==> config.mk <==
export PLATFORM = sky130hd
export DESIGN_NAME = ex_stage_mc
export DESIGN_NICKNAME = d
export VERILOG_FILES = /design/src/rtl/ex_pkg.sv /design/src/rtl/seq_multiplier.sv /design/src/rtl/ex_stage_mc.sv
export SDC_FILE = /design/constraint.sdc
export NUM_CORES = 1
export LEC_CHECK = 0
export ABC_AREA = 0
export ABC_CLOCK_PERIOD_IN_PS = 16320
export CORE_MARGIN = 2
export CORE_UTILIZATION = 49
export DETAILED_ROUTE_END_ITERATION = 16
export PLACE_DENSITY = 0.7
export SLEW_MARGIN = 10
export SYNTH_ARGS = -nofsm -noshare
export SYNTH_HDL_FRONTEND = slang
export SYNTH_SLANG_ARGS = --single-unit
==> constraint.sdc <==
create_clock -name clk -period 16.32 [get_ports clk]
set_clock_uncertainty 0.2 [all_clocks]
set_input_delay 4.896 -clock clk [delete_from_list [all_inputs] [get_ports clk]]
set_output_delay 4.896 -clock clk [all_outputs]
set_load 0.05 [all_outputs]
==> src/rtl/ex_pkg.sv <==
// Shared types and encodings for the execute stage: ALU/condition codes, SR layout,
// forwarding selects and multiplier FSM states.
package ex_pkg;

  localparam int unsigned ALU_MODE_W = 6;

  typedef enum logic [ALU_MODE_W-1:0] {
    ALU_ADD  = 6'h00,
    ALU_SUB  = 6'h01,
    ALU_AND  = 6'h02,
    ALU_OR   = 6'h03,
    ALU_XOR  = 6'h04,
    ALU_SHL  = 6'h05,
    ALU_SHR  = 6'h06,
    ALU_PASS = 6'h07,
    ALU_MUL  = 6'h08,
    CC_EQ    = 6'h10,
    CC_NE    = 6'h11,
    CC_LT    = 6'h12,
    CC_GE    = 6'h13,
    CC_ZS    = 6'h14,
    CC_CS    = 6'h15
  } alu_mode_e;

  typedef struct packed {
    logic n;
    logic z;
    logic c;
    logic v;
  } flags_t;

  localparam logic [1:0] FWD_REG = 2'd0;
  localparam logic [1:0] FWD_WB  = 2'd1;
  localparam logic [1:0] FWD_MEM = 2'd2;
  localparam logic [1:0] FWD_ALT = 2'd3;

  typedef logic [1:0] mul_state_e;
  localparam mul_state_e MUL_IDLE = 2'd0;
  localparam mul_state_e MUL_RUN  = 2'd1;
  localparam mul_state_e MUL_DONE = 2'd2;

  // Condition codes compute the branch target as op1 + op2 and never touch the multiplier.
  function automatic logic is_cond(input alu_mode_e m);
    return (m == CC_EQ) || (m == CC_NE) || (m == CC_LT) ||
           (m == CC_GE) || (m == CC_ZS) || (m == CC_CS);
  endfunction

endpackage

==> src/rtl/seq_multiplier.sv <==
// Radix-2 shift-add multiplier: one partial product per RUN cycle, WIDTH cycles per product.
// o_last flags the final RUN cycle, when o_product already carries the complete result.
module seq_multiplier
  import ex_pkg::*;
#(
  parameter int unsigned WIDTH = 16
) (
  input  logic                 clk,
  input  logic                 rst,
  input  logic                 i_start,
  input  logic                 i_abort,
  input  logic [WIDTH-1:0]     i_a,
  input  logic [WIDTH-1:0]     i_b,
  output logic                 o_idle,
  output logic                 o_busy,
  output logic                 o_last,
  output logic [2*WIDTH-1:0]   o_product
);

  localparam int unsigned CNT_W = $clog2(WIDTH);

  mul_state_e           state_q, state_d;
  logic [CNT_W-1:0]     cnt_q, cnt_d;
  logic [2*WIDTH-1:0]   acc_q, acc_d;
  logic [2*WIDTH-1:0]   mcand_q, mcand_d;
  logic [WIDTH-1:0]     mplier_q, mplier_d;
  logic [2*WIDTH-1:0]   acc_step;

  assign acc_step  = mplier_q[0] ? (acc_q + mcand_q) : acc_q;
  assign o_idle    = (state_q == MUL_IDLE);
  assign o_busy    = (state_q == MUL_RUN);
  assign o_last    = (state_q == MUL_RUN) && (cnt_q == '0);
  assign o_product = acc_step;

  always_comb begin
    state_d  = state_q;
    cnt_d    = cnt_q;
    acc_d    = acc_q;
    mcand_d  = mcand_q;
    mplier_d = mplier_q;
    case (state_q)
      MUL_IDLE: begin
        if (i_start) begin
          state_d  = MUL_RUN;
          cnt_d    = CNT_W'(WIDTH - 1);
          acc_d    = '0;
          mcand_d  = {{WIDTH{1'b0}}, i_a};
          mplier_d = i_b;
        end
      end
      MUL_RUN: begin
        if (i_abort) begin
          state_d = MUL_IDLE;
        end else begin
          acc_d    = acc_step;
          mcand_d  = mcand_q << 1;
          mplier_d = mplier_q >> 1;
          cnt_d    = cnt_q - 1'b1;
          if (cnt_q == '0) state_d = MUL_DONE;
        end
      end
      MUL_DONE: state_d = MUL_IDLE;
      default:  state_d = MUL_IDLE;
    endcase
  end

  always_ff @(posedge clk) begin
    if (rst) begin
      state_q <= MUL_IDLE;
      cnt_q   <= '0;
    end else begin
      state_q <= state_d;
      cnt_q   <= cnt_d;
    end
  end

  always_ff @(posedge clk) begin
    acc_q    <= acc_d;
    mcand_q  <= mcand_d;
    mplier_q <= mplier_d;
  end

endmodule

==> src/rtl/ex_stage_mc.sv <==
// Execute stage: operand forwarding, single-cycle ALU, branch evaluation, status register
// and a sequential multiplier, all registered into the EX/MEM boundary.
module ex_stage_mc
  import ex_pkg::*;
#(
  parameter int unsigned WIDTH  = 16,
  parameter int unsigned MODE_W = 6,
  parameter int unsigned FWD_W  = 2
) (
  input  logic              clk,
  input  logic              rst,
  input  logic              i_valid,
  input  logic              i_flush,
  input  logic [FWD_W-1:0]  i_oper1_sel,
  input  logic [FWD_W-1:0]  i_oper2_sel,
  input  logic [FWD_W-1:0]  i_wdata_sel,
  input  logic [MODE_W-1:0] i_alu_mode,
  input  logic              i_branch,
  input  logic              i_set_flags,
  input  logic [WIDTH-1:0]  i_reg1,
  input  logic [WIDTH-1:0]  i_reg2,
  input  logic [WIDTH-1:0]  i_imm,
  input  logic [WIDTH-1:0]  i_wb_data,
  input  logic [WIDTH-1:0]  i_mem_fwd,
  output logic              o_busy,
  output logic              o_valid,
  output logic [WIDTH-1:0]  o_alu_out,
  output logic [WIDTH-1:0]  o_data_write,
  output logic              o_branch_taken,
  output logic [3:0]        o_flags
);

  localparam int unsigned SH_W = $clog2(WIDTH);

  function automatic logic [WIDTH-1:0] fwd_pick(input logic [1:0] sel,
                                                input logic [WIDTH-1:0] src0,
                                                input logic [WIDTH-1:0] wb,
                                                input logic [WIDTH-1:0] mem);
    case (sel)
      FWD_WB:           return wb;
      FWD_MEM:          return mem;
      FWD_REG, FWD_ALT: return src0;
      default:          return src0;
    endcase
  endfunction

  logic [WIDTH-1:0]        op1, op2, wdata;
  alu_mode_e               mode;
  logic                    is_mul, can_issue, sc_issue, mul_start, mul_commit;
  logic                    mul_idle, mul_busy, mul_last;
  logic [2*WIDTH-1:0]      mul_prod;
  logic [WIDTH-1:0]        alu_res;
  flags_t                  alu_fl, mul_fl;
  logic                    cond_hit;
  logic [WIDTH:0]          sum_ext, diff_ext, shl_ext, shr_ext;
  logic signed [WIDTH:0]   sadd, ssub;
  logic [SH_W-1:0]         shamt;

  logic                    valid_q, valid_d;
  logic                    taken_q, taken_d;
  logic [WIDTH-1:0]        alu_out_q, alu_out_d;
  logic [WIDTH-1:0]        data_write_q, data_write_d;
  flags_t                  flags_q, flags_d;
  logic [WIDTH-1:0]        mul_wdata_q, mul_wdata_d;
  logic                    mul_setf_q, mul_setf_d;

  assign op1   = fwd_pick(2'(i_oper1_sel), i_reg1, i_wb_data, i_mem_fwd);
  assign op2   = fwd_pick(2'(i_oper2_sel), i_imm,  i_wb_data, i_mem_fwd);
  assign wdata = fwd_pick(2'(i_wdata_sel), i_reg2, i_wb_data, i_mem_fwd);
  assign mode  = alu_mode_e'(ALU_MODE_W'(i_alu_mode));

  assign is_mul     = (mode == ALU_MUL);
  assign can_issue  = i_valid & ~mul_busy & ~i_flush;
  assign sc_issue   = can_issue & ~is_mul;
  assign mul_start  = can_issue & is_mul & mul_idle;
  assign mul_commit = mul_last & ~i_flush;

  seq_multiplier #(.WIDTH(WIDTH)) u_mul (
    .clk       (clk),
    .rst       (rst),
    .i_start   (mul_start),
    .i_abort   (i_flush),
    .i_a       (op1),
    .i_b       (op2),
    .o_idle    (mul_idle),
    .o_busy    (mul_busy),
    .o_last    (mul_last),
    .o_product (mul_prod)
  );

  // Carry, borrow and shifted-out bits come from one extra bit on each intermediate.
  always_comb begin
    shamt    = op2[SH_W-1:0];
    sum_ext  = {1'b0, op1} + {1'b0, op2};
    diff_ext = {1'b0, op1} - {1'b0, op2};
    shl_ext  = {1'b0, op1} << shamt;
    shr_ext  = {op1, 1'b0} >> shamt;
    sadd     = $signed({op1[WIDTH-1], op1}) + $signed({op2[WIDTH-1], op2});
    ssub     = $signed({op1[WIDTH-1], op1}) - $signed({op2[WIDTH-1], op2});
    alu_res  = op1;
    alu_fl   = '0;
    case (mode)
      ALU_ADD: begin
        alu_res  = sum_ext[WIDTH-1:0];
        alu_fl.c = sum_ext[WIDTH];
        alu_fl.v = sadd[WIDTH] ^ sadd[WIDTH-1];
      end
      ALU_SUB: begin
        alu_res  = diff_ext[WIDTH-1:0];
        alu_fl.c = ~diff_ext[WIDTH];
        alu_fl.v = ssub[WIDTH] ^ ssub[WIDTH-1];
      end
      ALU_AND:  alu_res = op1 & op2;
      ALU_OR:   alu_res = op1 | op2;
      ALU_XOR:  alu_res = op1 ^ op2;
      ALU_PASS: alu_res = op2;
      ALU_SHL: begin
        alu_res  = shl_ext[WIDTH-1:0];
        alu_fl.c = shl_ext[WIDTH];
      end
      ALU_SHR: begin
        alu_res  = shr_ext[WIDTH:1];
        alu_fl.c = shr_ext[0];
      end
      default: begin
        if (is_cond(mode)) begin
          alu_res  = sum_ext[WIDTH-1:0];
          alu_fl.c = sum_ext[WIDTH];
          alu_fl.v = sadd[WIDTH] ^ sadd[WIDTH-1];
        end
      end
    endcase
    alu_fl.n = alu_res[WIDTH-1];
    alu_fl.z = (alu_res == '0);
  end

  // Ordered conditions read the SR as it stands before this instruction commits.
  always_comb begin
    cond_hit = 1'b0;
    case (mode)
      CC_EQ:   cond_hit = (op1 == wdata);
      CC_NE:   cond_hit = (op1 != wdata);
      CC_LT:   cond_hit = flags_q.n ^ flags_q.v;
      CC_GE:   cond_hit = ~(flags_q.n ^ flags_q.v);
      CC_ZS:   cond_hit = flags_q.z;
      CC_CS:   cond_hit = flags_q.c;
      default: cond_hit = 1'b0;
    endcase
  end

  always_comb begin
    mul_fl.n = mul_prod[WIDTH-1];
    mul_fl.z = (mul_prod[WIDTH-1:0] == '0);
    mul_fl.c = |mul_prod[2*WIDTH-1:WIDTH];
    mul_fl.v = |mul_prod[2*WIDTH-1:WIDTH];
  end

  always_comb begin
    valid_d      = 1'b0;
    taken_d      = 1'b0;
    alu_out_d    = alu_out_q;
    data_write_d = data_write_q;
    flags_d      = flags_q;
    mul_wdata_d  = mul_wdata_q;
    mul_setf_d   = mul_setf_q;
    if (sc_issue) begin
      valid_d      = 1'b1;
      alu_out_d    = alu_res;
      data_write_d = wdata;
      taken_d      = i_branch & cond_hit;
      if (i_set_flags) flags_d = alu_fl;
    end
    if (mul_start) begin
      mul_wdata_d = wdata;
      mul_setf_d  = i_set_flags;
    end
    if (mul_commit) begin
      valid_d      = 1'b1;
      alu_out_d    = mul_prod[WIDTH-1:0];
      data_write_d = mul_wdata_q;
      if (mul_setf_q) flags_d = mul_fl;
    end
  end

  // EX/MEM boundary
  always_ff @(posedge clk) begin
    if (rst) begin
      valid_q      <= 1'b0;
      taken_q      <= 1'b0;
      alu_out_q    <= '0;
      data_write_q <= '0;
      flags_q      <= '0;
      mul_wdata_q  <= '0;
      mul_setf_q   <= 1'b0;
    end else begin
      valid_q      <= valid_d;
      taken_q      <= taken_d;
      alu_out_q    <= alu_out_d;
      data_write_q <= data_write_d;
      flags_q      <= flags_d;
      mul_wdata_q  <= mul_wdata_d;
      mul_setf_q   <= mul_setf_d;
    end
  end

  assign o_busy         = mul_busy;
  assign o_valid        = valid_q;
  assign o_alu_out      = alu_out_q;
  assign o_data_write   = data_write_q;
  assign o_branch_taken = taken_q;
  assign o_flags        = flags_q;

endmodule

==> results of run 1 <==
-- through the flow --
| step | setup slack, ns | utilization [%] | power [W] | hold WS (ns) |
|---|---|---|---|---|
| after global placement | 6.03 | 55.6 | 0.000817 | 0.266 |
| after CTS | 6.29 | 57.8 | 0.00121 | 0.291 |
| after global routing | 5.75 | 57.8 | 0.00126 | 0.320 |
| final | 6.10 | 57.8 | 0.00122 | 0.289 |
| after floorplan | 4.86 | - | 0.000663 | 0.254 |
| after detailed placement | 5.89 | 55.6 | 0.000817 | 0.274 |
-- registers in the layout (all words and copies together) (netlist names) --
register        count
mul_setf_q          1
mul_wdata_q        16
o_alu_out          16
o_branch_taken      1
o_data_write       16
o_flags             4
o_valid             1
u_mul.acc_q        32
u_mul.cnt_q         4
u_mul.mcand_q      32
u_mul.mplier_q     16
u_mul.state_q       2
-- synth_stat cells (19+ instances only) --
cell	count
o211ai_1	22
o22ai_1	20
a22oi_1	29
a221o_1	20
nor3_1	51
nand3_1	34
a31oi_1	19
clkbuf_1	92
xnor2_1	33
a21o_1	20
and2_1	33
nor4_1	25
a21oi_1	122
o21ai_0	87
ha_1	89
nor2_1	223
a221oi_1	48
nor2b_1	32
edfxtp_1	80
a211oi_1	39
mux2i_1	33
inv_1	71
nand2_1	121
dfxtp_1	61
-- kinds of logic after synthesis --
family	Yosys count	synth area share, %
buffers and inverters	191	5.59
adder cells (fa/ha/maj)	91	8.74
AO/OA/AOI/OAI	563	29.9
XOR/XNOR	43	2.85
flip-flops	141	27.4
AND/OR/NAND/NOR	611	22.1
multiplexers	42	3.44
-- power by group --
group | total, W | internal, W | leakage [nW] | switching [W]
clock network | 0.000396 | 0.000204 | 0.284 | 0.000191
registers | 0.000386 | 0.000380 | 1.23 | 0.00000542
logic | 0.000443 | 0.000156 | 4.27 | 0.000287
total | 0.00122 | 0.000741 | 5.79 | 0.000484
-- final timing paths --
| check | slack, ns | depth (start not counted) | to |
|---|---|---|---|
| setup / recovery | 6.10 | 15 | o_flags[2] |
| hold / removal | 0.29 | 2 | mul_wdata_q[14] |
| setup reg to reg | 11.98 | 13 | o_flags[0] |
| hold reg to reg | 0.29 | 2 | mul_wdata_q[14] |
-- routing by layer --
metal	global-route usage [%]	wire, um
met2	58.4	23600
met5	2.61	99
met4	17.4	2700
met1	51.1	22800
met3	9.24	5870
-- critical path: cells and delay by family --
family,cells,cell delay [ns]
xor gates and xnor gates,1,0.13
adders and majority gates,2,1.16
and+or+nand+nor,2,0.68
buffers and inverters,3,0.98
AOI/OAI and AO/OA,7,2.52
-- cell type report --
type | count | area, sq um
Tap cell | 341 | 427
Inverter | 77 | 289
Clock buffer | 17 | 425
Timing Repair Buffer | 174 | 1640
Clock inverter | 15 | 154
Multi-Input combinational cell | 1350 | 8880
Sequential cell | 141 | 3620
Fill cell | 2479 | 11300
==> impl_metrics.tcl, run 1 <==
set metrics [dict create \
    status "complete, no violations" \
    die_y_um 168 \
    io_pins 137 \
    slowest_delay_ns 0.86 \
    start_util_pct 49.4 \
    setup_viol 0 \
    io_buffers 136 \
    h-tree-depth 4 \
    p_leak_nw 5.79 \
    grt_overflow 0 \
    cts.sinks 141 \
    fmax_mhz 97.8 \
    critPathMaxFanout 29 \
    clkTransAtPathRegs_ns 0.07 \
    routed-via-count 14264 \
    routed_wl_mm 55.0 \
    initialDrtViolationCount 1772 \
    critPathSlowestCell "ha_1" \
    coreArea_sq_um 26700 \
    finalInstanceArea_sq_um 15400 \
    crit_start "i_oper2_sel[0]" \
    final.setup.tns_ns 0 \
    rsz0062_at_grt "no" \
    grtUsageTotal_pct 38.2 \
    worstSetupPathType "in2reg" \
    cts_root_buf "clkbuf_16" \
    synthTopCellsByArea "edfxtp_1 18%, dfxtp_1 9.2%, ha_1 8.4%" \
    crit_chain "clkdlybuf4s50_1 -> ha_1 -> inv_1 -> o21ai_0 -> inv_1 -> ha_1 -> or3_1 -> o31a_1 -> a31oi_1 -> o31ai_1 -> o21ai_0 -> xor2_1 -> a221o_1 -> or3_1 -> o22ai_1" \
    synth.yosys.warnings 0 \
    power_density_nw_per_um2 79.3 \
    syn_inst 1682 \
    slew_headroom_pct 25.2 \
    layout_min_cycle_time_ns 10.22 \
    crit_required_ns 16.47 \
    post_cts_resized 0 \
    synth-seq-cells 141 \
    worstPathArrival_ns 10.37 \
    fin_cells 2115 \
    synth-edff-count 80 \
    ys_seq_area_share_pct 27.4 \
    peakVddDrop_v 0.0000726 \
    postCtsHoldBufs 0 \
    placed_cells 2083 \
    wl_per_cell_um 26.0 \
    netlist_area_sq_um 13200 \
    globalplace.congestion 1.07 \
    numCtsBuffers 17 \
    tightest_slew_ns 1.11 \
    yosys.area.top_type "edfxtp_1" \
    grt_max_degree 62 \
    rr_startpoint "u_mul.mcand_q[0]" \
    die_area_sq_um 28300 \
    hp-start "mul_wdata_q[14]" \
    detailed_place_hpwl_mm 42.0 \
    hold_path_class "reg2reg" \
    synth_nets 1871 \
    rows 60 \
    grt_pass1_vias 13359 \
    grt_pass1_wl_mm 82.3 \
    synthFlopType "edfxtp_1" \
    syn2layout_area_growth_pct 16.9 \
    drive_above_1_share_pct 6.54 \
    maxCapViolations 0 \
    placed_cell_area_sq_um 14900 \
    routed_via_density 6.74 \
    slew_viol_final 0 \
    die_w_um 168 \
    syn_area_per_cell_sq_um 7.85 \
    start_kind "input pin" \
    timing.final.hold_violations 0 \
    antenna_left 0 \
    antenna_found_initial 0 \
    finalCritPeriodShare_pct 62.7 \
    synth_top_area_share_pct 18.2 \
    cp-end-kind "register" \
    clk_latency_ns 0.43 \
    final_common_cell "nor2_1" \
    async_flop_share_pct 0 \
    drt_drc_violations_left 0 \
    fin_nets 1950 \
    cts_tree "built" \
    cts_buffer_depth 2 \
    cts_setup_buffers 0 \
    dr.pass1.iters 6 \
    ys_types 89 \
    diodes 0 \
    layout.cells.most_common_list "222 x nor2_1, 135 x clkdlybuf4s50_1, 122 x a21oi_1, 121 x nand2_1, 89 x ha_1" \
]
Note: power is estimated with default switching activity, not from simulation.
==> inputs of run 2 (changes only) <==
--- a/config.mk
+++ b/config.mk
@@ -6,7 +6,7 @@
 export NUM_CORES = 1
 export LEC_CHECK = 0
 export ABC_AREA = 0
-export ABC_CLOCK_PERIOD_IN_PS = 16320
+export ABC_CLOCK_PERIOD_IN_PS = 10650
 export CORE_MARGIN = 2
 export CORE_UTILIZATION = 49
 export DETAILED_ROUTE_END_ITERATION = 16
==> constraint.sdc (replaced) <==
create_clock -name clk -period 10.65 [get_ports clk]
set_clock_uncertainty 0.2 [all_clocks]
set_input_delay 3.195 -clock clk [delete_from_list [all_inputs] [get_ports clk]]
set_output_delay 3.195 -clock clk [all_outputs]
set_load 0.05 [all_outputs]
==> run 2 against run 1 <==
  * Cell area is essentially flat
  * Cell count unchanged
  * Power rose by 54%
  * Via count up 0.57%
  * Critical path type unchanged
==> impl_metrics.tcl, run 2 (synthesis results as in run 1) <==
set metrics [dict create \
    cts_setup_buffers 0 \
    worstSetupPathType "in2reg" \
    routed-via-count 14346 \
    h-tree-depth 4 \
    die_w_um 168 \
    cp-end-kind "register" \
    die_y_um 168 \
    postCtsHoldBufs 0 \
    critPathMaxFanout 29 \
    die_area_sq_um 28300 \
    fin_nets 1950 \
    worstPathArrival_ns 8.56 \
    place_ws_ns 1.93 \
    drt_drc_violations_left 0 \
    hold_path_class "reg2reg" \
    grt_max_degree 89 \
    fin_cells 2115 \
    layout_min_cycle_time_ns 8.40 \
    layout.cells.most_common_list "222 x nor2_1, 135 x clkdlybuf4s50_1, 122 x a21oi_1, 121 x nand2_1, 89 x ha_1" \
    antenna_found_initial 0 \
    cts_buffer_depth 2 \
    rows 60 \
    timing.final.hold_violations 0 \
    final.setup.tns_ns 0 \
    finalCritPeriodShare_pct 78.9 \
    worst-path-buf-inv 4 \
    diodes 0 \
    setup_viol 0 \
    critPathSlowestCell "ha_1" \
    io_pins 137 \
    grtUsageTotal_pct 38.8 \
    numCtsBuffers 17 \
    clkTransAtPathRegs_ns 0.07 \
    globalplace.congestion 1.03 \
    slew_viol_final 0 \
    dr.pass1.iters 6 \
    wl_per_cell_um 26.3 \
    cts.sinks 141 \
    cts_tree "built" \
    antenna_left 0 \
    syn2layout_area_growth_pct 16.9 \
    power_density_nw_per_um2 122 \
    start_kind "input pin" \
    p_leak_nw 5.78 \
    detailed_place_hpwl_mm 42.3 \
    slew_headroom_pct 10.5 \
    cp_common_cell "inv_1" \
    cp_top_family "compound AO/OA/AOI/OAI gates" \
    reg_top3 "u_mul.acc_q: 32 flops, u_mul.mcand_q: 32 flops" \
    post_cts_resized 0 \
    maxCapViolations 0 \
    status "complete, no violations" \
    io_buffers 136 \
    grt_overflow 0 \
    placed_cells 2083 \
    fmax_mhz 119 \
    slowest_delay_ns 0.83 \
    tightest_slew_ns 1.34 \
    routed_wl_mm 55.6 \
    final_common_cell "nor2_1" \
    grt_pass1_vias 13496 \
    coreArea_sq_um 26700 \
    drive_above_1_share_pct 6.54 \
    initialDrtViolationCount 1713 \
    crit_chain "clkdlybuf4s50_1 -> inv_1 -> ha_1 -> inv_1 -> o21ai_0 -> inv_1 -> ha_1 -> or3_1 -> o31a_1 -> a31oi_1 -> o31ai_1 -> o21ai_0 -> xor2_1 -> a221o_1 -> or3_1 -> o22ai_1" \
    grt_pass1_wl_mm 83.6 \
    crit_required_ns 10.81 \
    cts_root_buf "clkbuf_16" \
    setup_ws_ns 2.25 \
    routed_via_density 6.78 \
    start_util_pct 49.4 \
    peakVddDrop_v 0.000102 \
    clk_latency_ns 0.44 \
    rsz0062_at_grt "no" \
]
[run 2: worst paths after layout]
kind	from	to	slack, ns	cells past startpoint
setup / recovery	i_oper2_sel[1]	o_flags[2]	2.25	16
hold / removal	mul_wdata_q[10]	mul_wdata_q[10]	0.29	2
setup reg to reg	u_mul.mcand_q[0]	o_flags[0]	6.37	13
hold reg to reg	mul_wdata_q[10]	mul_wdata_q[10]	0.29	2
[run 2: final cells by class]
| cell class | instances | area (sq um) |
|---|---|---|
| Clock buffer | 19 | 464 |
| Clock inverter | 13 | 116 |
| Fill cell | 2508 | 11300 |
| Inverter | 77 | 289 |
| Multi-Input combinational cell | 1350 | 8880 |
| Sequential cell | 141 | 3620 |
| Tap cell | 341 | 427 |
| Timing Repair Buffer | 174 | 1640 |
[run 2: report_power, final]
part           internal [W]  switching [W]
clock network      0.000329       0.000284
registers          0.000583     0.00000875
logic              0.000240       0.000439
total               0.00115       0.000731
[run 2: metrics by stage]
step / utilization (%) / cell area [sq um] / total power [W] / hold slack (ns)
floorplan: - / 13200 / 0.00102 / 0.254
global route: 57.8 / 15400 / 0.00195 / 0.309
finish: 57.8 / 15400 / 0.00188 / 0.293
CTS: 57.8 / 15400 / 0.00186 / 0.293
global placement: 55.6 / 14900 / 0.00125 / 0.266
detailed placement: 55.6 / 14900 / 0.00125 / 0.277
[run 2: layer usage]
layer	part of all wire [%]	track usage (%)	vias up	wire (um)
li1	-	-	6504	-
met1	41	51.1	6884	22900
met2	44	60.6	809	24300
met3	10	9.54	149	5810
met4	4.8	16.9	0	2660
met5	0	0	-	0
[run 2: worst register-to-register path, cell delays in order (launching register included)]
cell      delay [ns]
edfxtp_1        0.44
ha_1            0.25
inv_1           0.08
fa_1            0.21
nor2b_1         0.08
o31ai_1         0.42
a21boi_1        0.34
o311ai_2        0.52
a211oi_1        0.18
nor3b_1         0.47
nand4_1         0.18
nor4_1          0.25
a41oi_1         0.29
nor3b_2         0.25
==> inputs of run 3 (changes only) <==
--- a/config.mk
+++ b/config.mk
@@ -6,7 +6,7 @@
 export NUM_CORES = 1
 export LEC_CHECK = 0
 export ABC_AREA = 0
-export ABC_CLOCK_PERIOD_IN_PS = 10650
+export ABC_CLOCK_PERIOD_IN_PS = 8620
 export CORE_MARGIN = 2
 export CORE_UTILIZATION = 49
 export DETAILED_ROUTE_END_ITERATION = 16
==> constraint.sdc (replaced) <==
create_clock -name clk -period 8.62 [get_ports clk]
set_clock_uncertainty 0.2 [all_clocks]
set_input_delay 2.586 -clock clk [delete_from_list [all_inputs] [get_ports clk]]
set_output_delay 2.586 -clock clk [all_outputs]
set_load 0.05 [all_outputs]
==> run 3 against run 2 <==
  * Cell count is 0.66% higher
  * Highest routed layer is now met5
  * Critical endpoint unchanged
  * Largest cell class unchanged
  * First-iteration DRC count is 1.8% higher
  * Largest power group unchanged
  * Critical path depth is 1 lower
  * Die area stayed put
==> impl_metrics.tcl, run 3 (synthesis results as in run 1) <==
set metrics [dict create \
    coreArea_sq_um 26700 \
    io_buffers 136 \
    power_density_nw_per_um2 150 \
    critPathSlowestCell "ha_1" \
    cts_setup_buffers 0 \
    cts_tree "built" \
    rsz0062_at_grt "no" \
    cts.sinks 141 \
    slew_headroom_pct 17.6 \
    critPathMaxFanout 31 \
    post_cts_resized 0 \
    status "complete, no violations" \
    fmax_mhz 135 \
    routed_wl_mm 57.6 \
    globalplace.congestion 1.07 \
    diodes 0 \
    fin_nets 1964 \
    clk_latency_ns 0.44 \
    worstPathArrival_ns 7.59 \
    antenna_found_initial 1 \
    grtUsageTotal_pct 39.8 \
    drt_drc_violations_left 0 \
    grt_pass1_vias 13418 \
    syn2layout_area_growth_pct 17.6 \
    detailed_place_hpwl_mm 44.4 \
    cp-end-kind "register" \
    finalInstanceArea_sq_um 15500 \
    rows 60 \
    cts_root_buf "clkbuf_16" \
    drive_above_1_share_pct 7.27 \
    finalCritPeriodShare_pct 86.2 \
    dr.pass1.iters 6 \
    numCtsBuffers 17 \
    crit_required_ns 8.78 \
    final_common_cell "nor2_1" \
    hold_path_class "reg2reg" \
    start_util_pct 49.4 \
    wl_per_cell_um 27.1 \
    worst-path-buf-inv 1 \
    p_leak_nw 5.84 \
    peakVddDrop_v 0.000117 \
    grt_max_degree 58 \
    tightest_slew_ns 1.22 \
    routed_via_density 6.80 \
    die_area_sq_um 28300 \
    worstSetupPathType "in2reg" \
    postCtsHoldBufs 0 \
    timing.final.hold_violations 0 \
    cts_buffer_depth 2 \
    antenna_left 0 \
    die_y_um 168 \
    start_kind "input pin" \
    slowest_delay_ns 0.83 \
    cp_top_family "compound AO/OA/AOI/OAI gates" \
    grt_overflow 0 \
    layout.cells.most_common_list "222 x nor2_1, 135 x clkdlybuf4s50_1, 122 x a21oi_1, 121 x nand2_1, 89 x ha_1" \
    grt_pass1_wl_mm 85.1 \
    maxCapViolations 0 \
    io_pins 137 \
    slew_viol_final 0 \
    die_w_um 168 \
    layout_min_cycle_time_ns 7.43 \
    routed-via-count 14470 \
    reg_top3 "u_mul.acc_q: 32 flops, u_mul.mcand_q: 32 flops" \
    crit_chain "clkdlybuf4s50_1 -> ha_1 -> a221oi_1 -> nor2_1 -> ha_1 -> nor2b_1 -> o21ai_0 -> a31o_2 -> a221o_1 -> a221oi_1 -> a32oi_1 -> a211o_1 -> nor4_1 -> nand3_1 -> o22ai_1" \
    h-tree-depth 4 \
    setup_viol 0 \
    initialDrtViolationCount 1744 \
    final.setup.tns_ns 0 \
    clkTransAtPathRegs_ns 0.08 \
    placed_cell_area_sq_um 15000 \
]
[run 3: final timing paths]
check,start,endpoint,slack (ns),cells after the start
max,i_oper1_sel[0],o_flags[2],1.19,15
min,o_alu_out[2],o_alu_out[2],0.29,2
max reg2reg,u_mul.mcand_q[0],o_flags[0],4.29,13
min reg2reg,o_alu_out[2],o_alu_out[2],0.29,2
[run 3: area by class of cell]
class                           instances  area, sq um
Timing Repair Buffer                  188         1760
Clock inverter                         14          121
Clock buffer                           18          439
Tap cell                              341          427
Sequential cell                       141         3620
Inverter                               77          289
Multi-Input combinational cell       1350         8870
Fill cell                            2478        11200
[run 3: metrics by stage]
stage / hold slack, ns / cells / setup WS, ns / util (%) / total power, W
finish: 0.293 / 2129 / 1.19 / 58.1 / 0.00234
global route: 0.322 / 2129 / 0.873 / 58.1 / 0.00241
detailed placement: 0.278 / 2097 / 0.972 / 56.0 / 0.00157
CTS: 0.295 / 2129 / 1.36 / 58.1 / 0.00230
global placement: 0.267 / 2097 / 1.05 / 56.0 / 0.00158
floorplan: 0.254 / 1682 / 1.51 / - / 0.00126
[run 3: worst register-to-register path: cells and delay by family, from the launching register on]
kind | cells | cell delay (ns)
and+or+nand+nor | 6 | 1.60
AOI/OAI and AO/OA | 4 | 1.29
adders and majority gates | 2 | 0.65
DFF | 1 | 0.40
buffers and inverters | 1 | 0.06
[run 3: power breakdown]
part,switching [W],internal [W]
clock network,0.000352,0.000386
logic,0.000562,0.000306
registers,0.0000107,0.000720
[run 3: metal layers]
metal / global-route usage [%] / up-vias / wire, um
li1: - / 6539 / -
met3: 10.5 / 165 / 6110
met4: 18.7 / 2 / 2860
met5: 0 / - / 11
met1: 52.2 / 6869 / 23600
met2: 61.4 / 895 / 25000
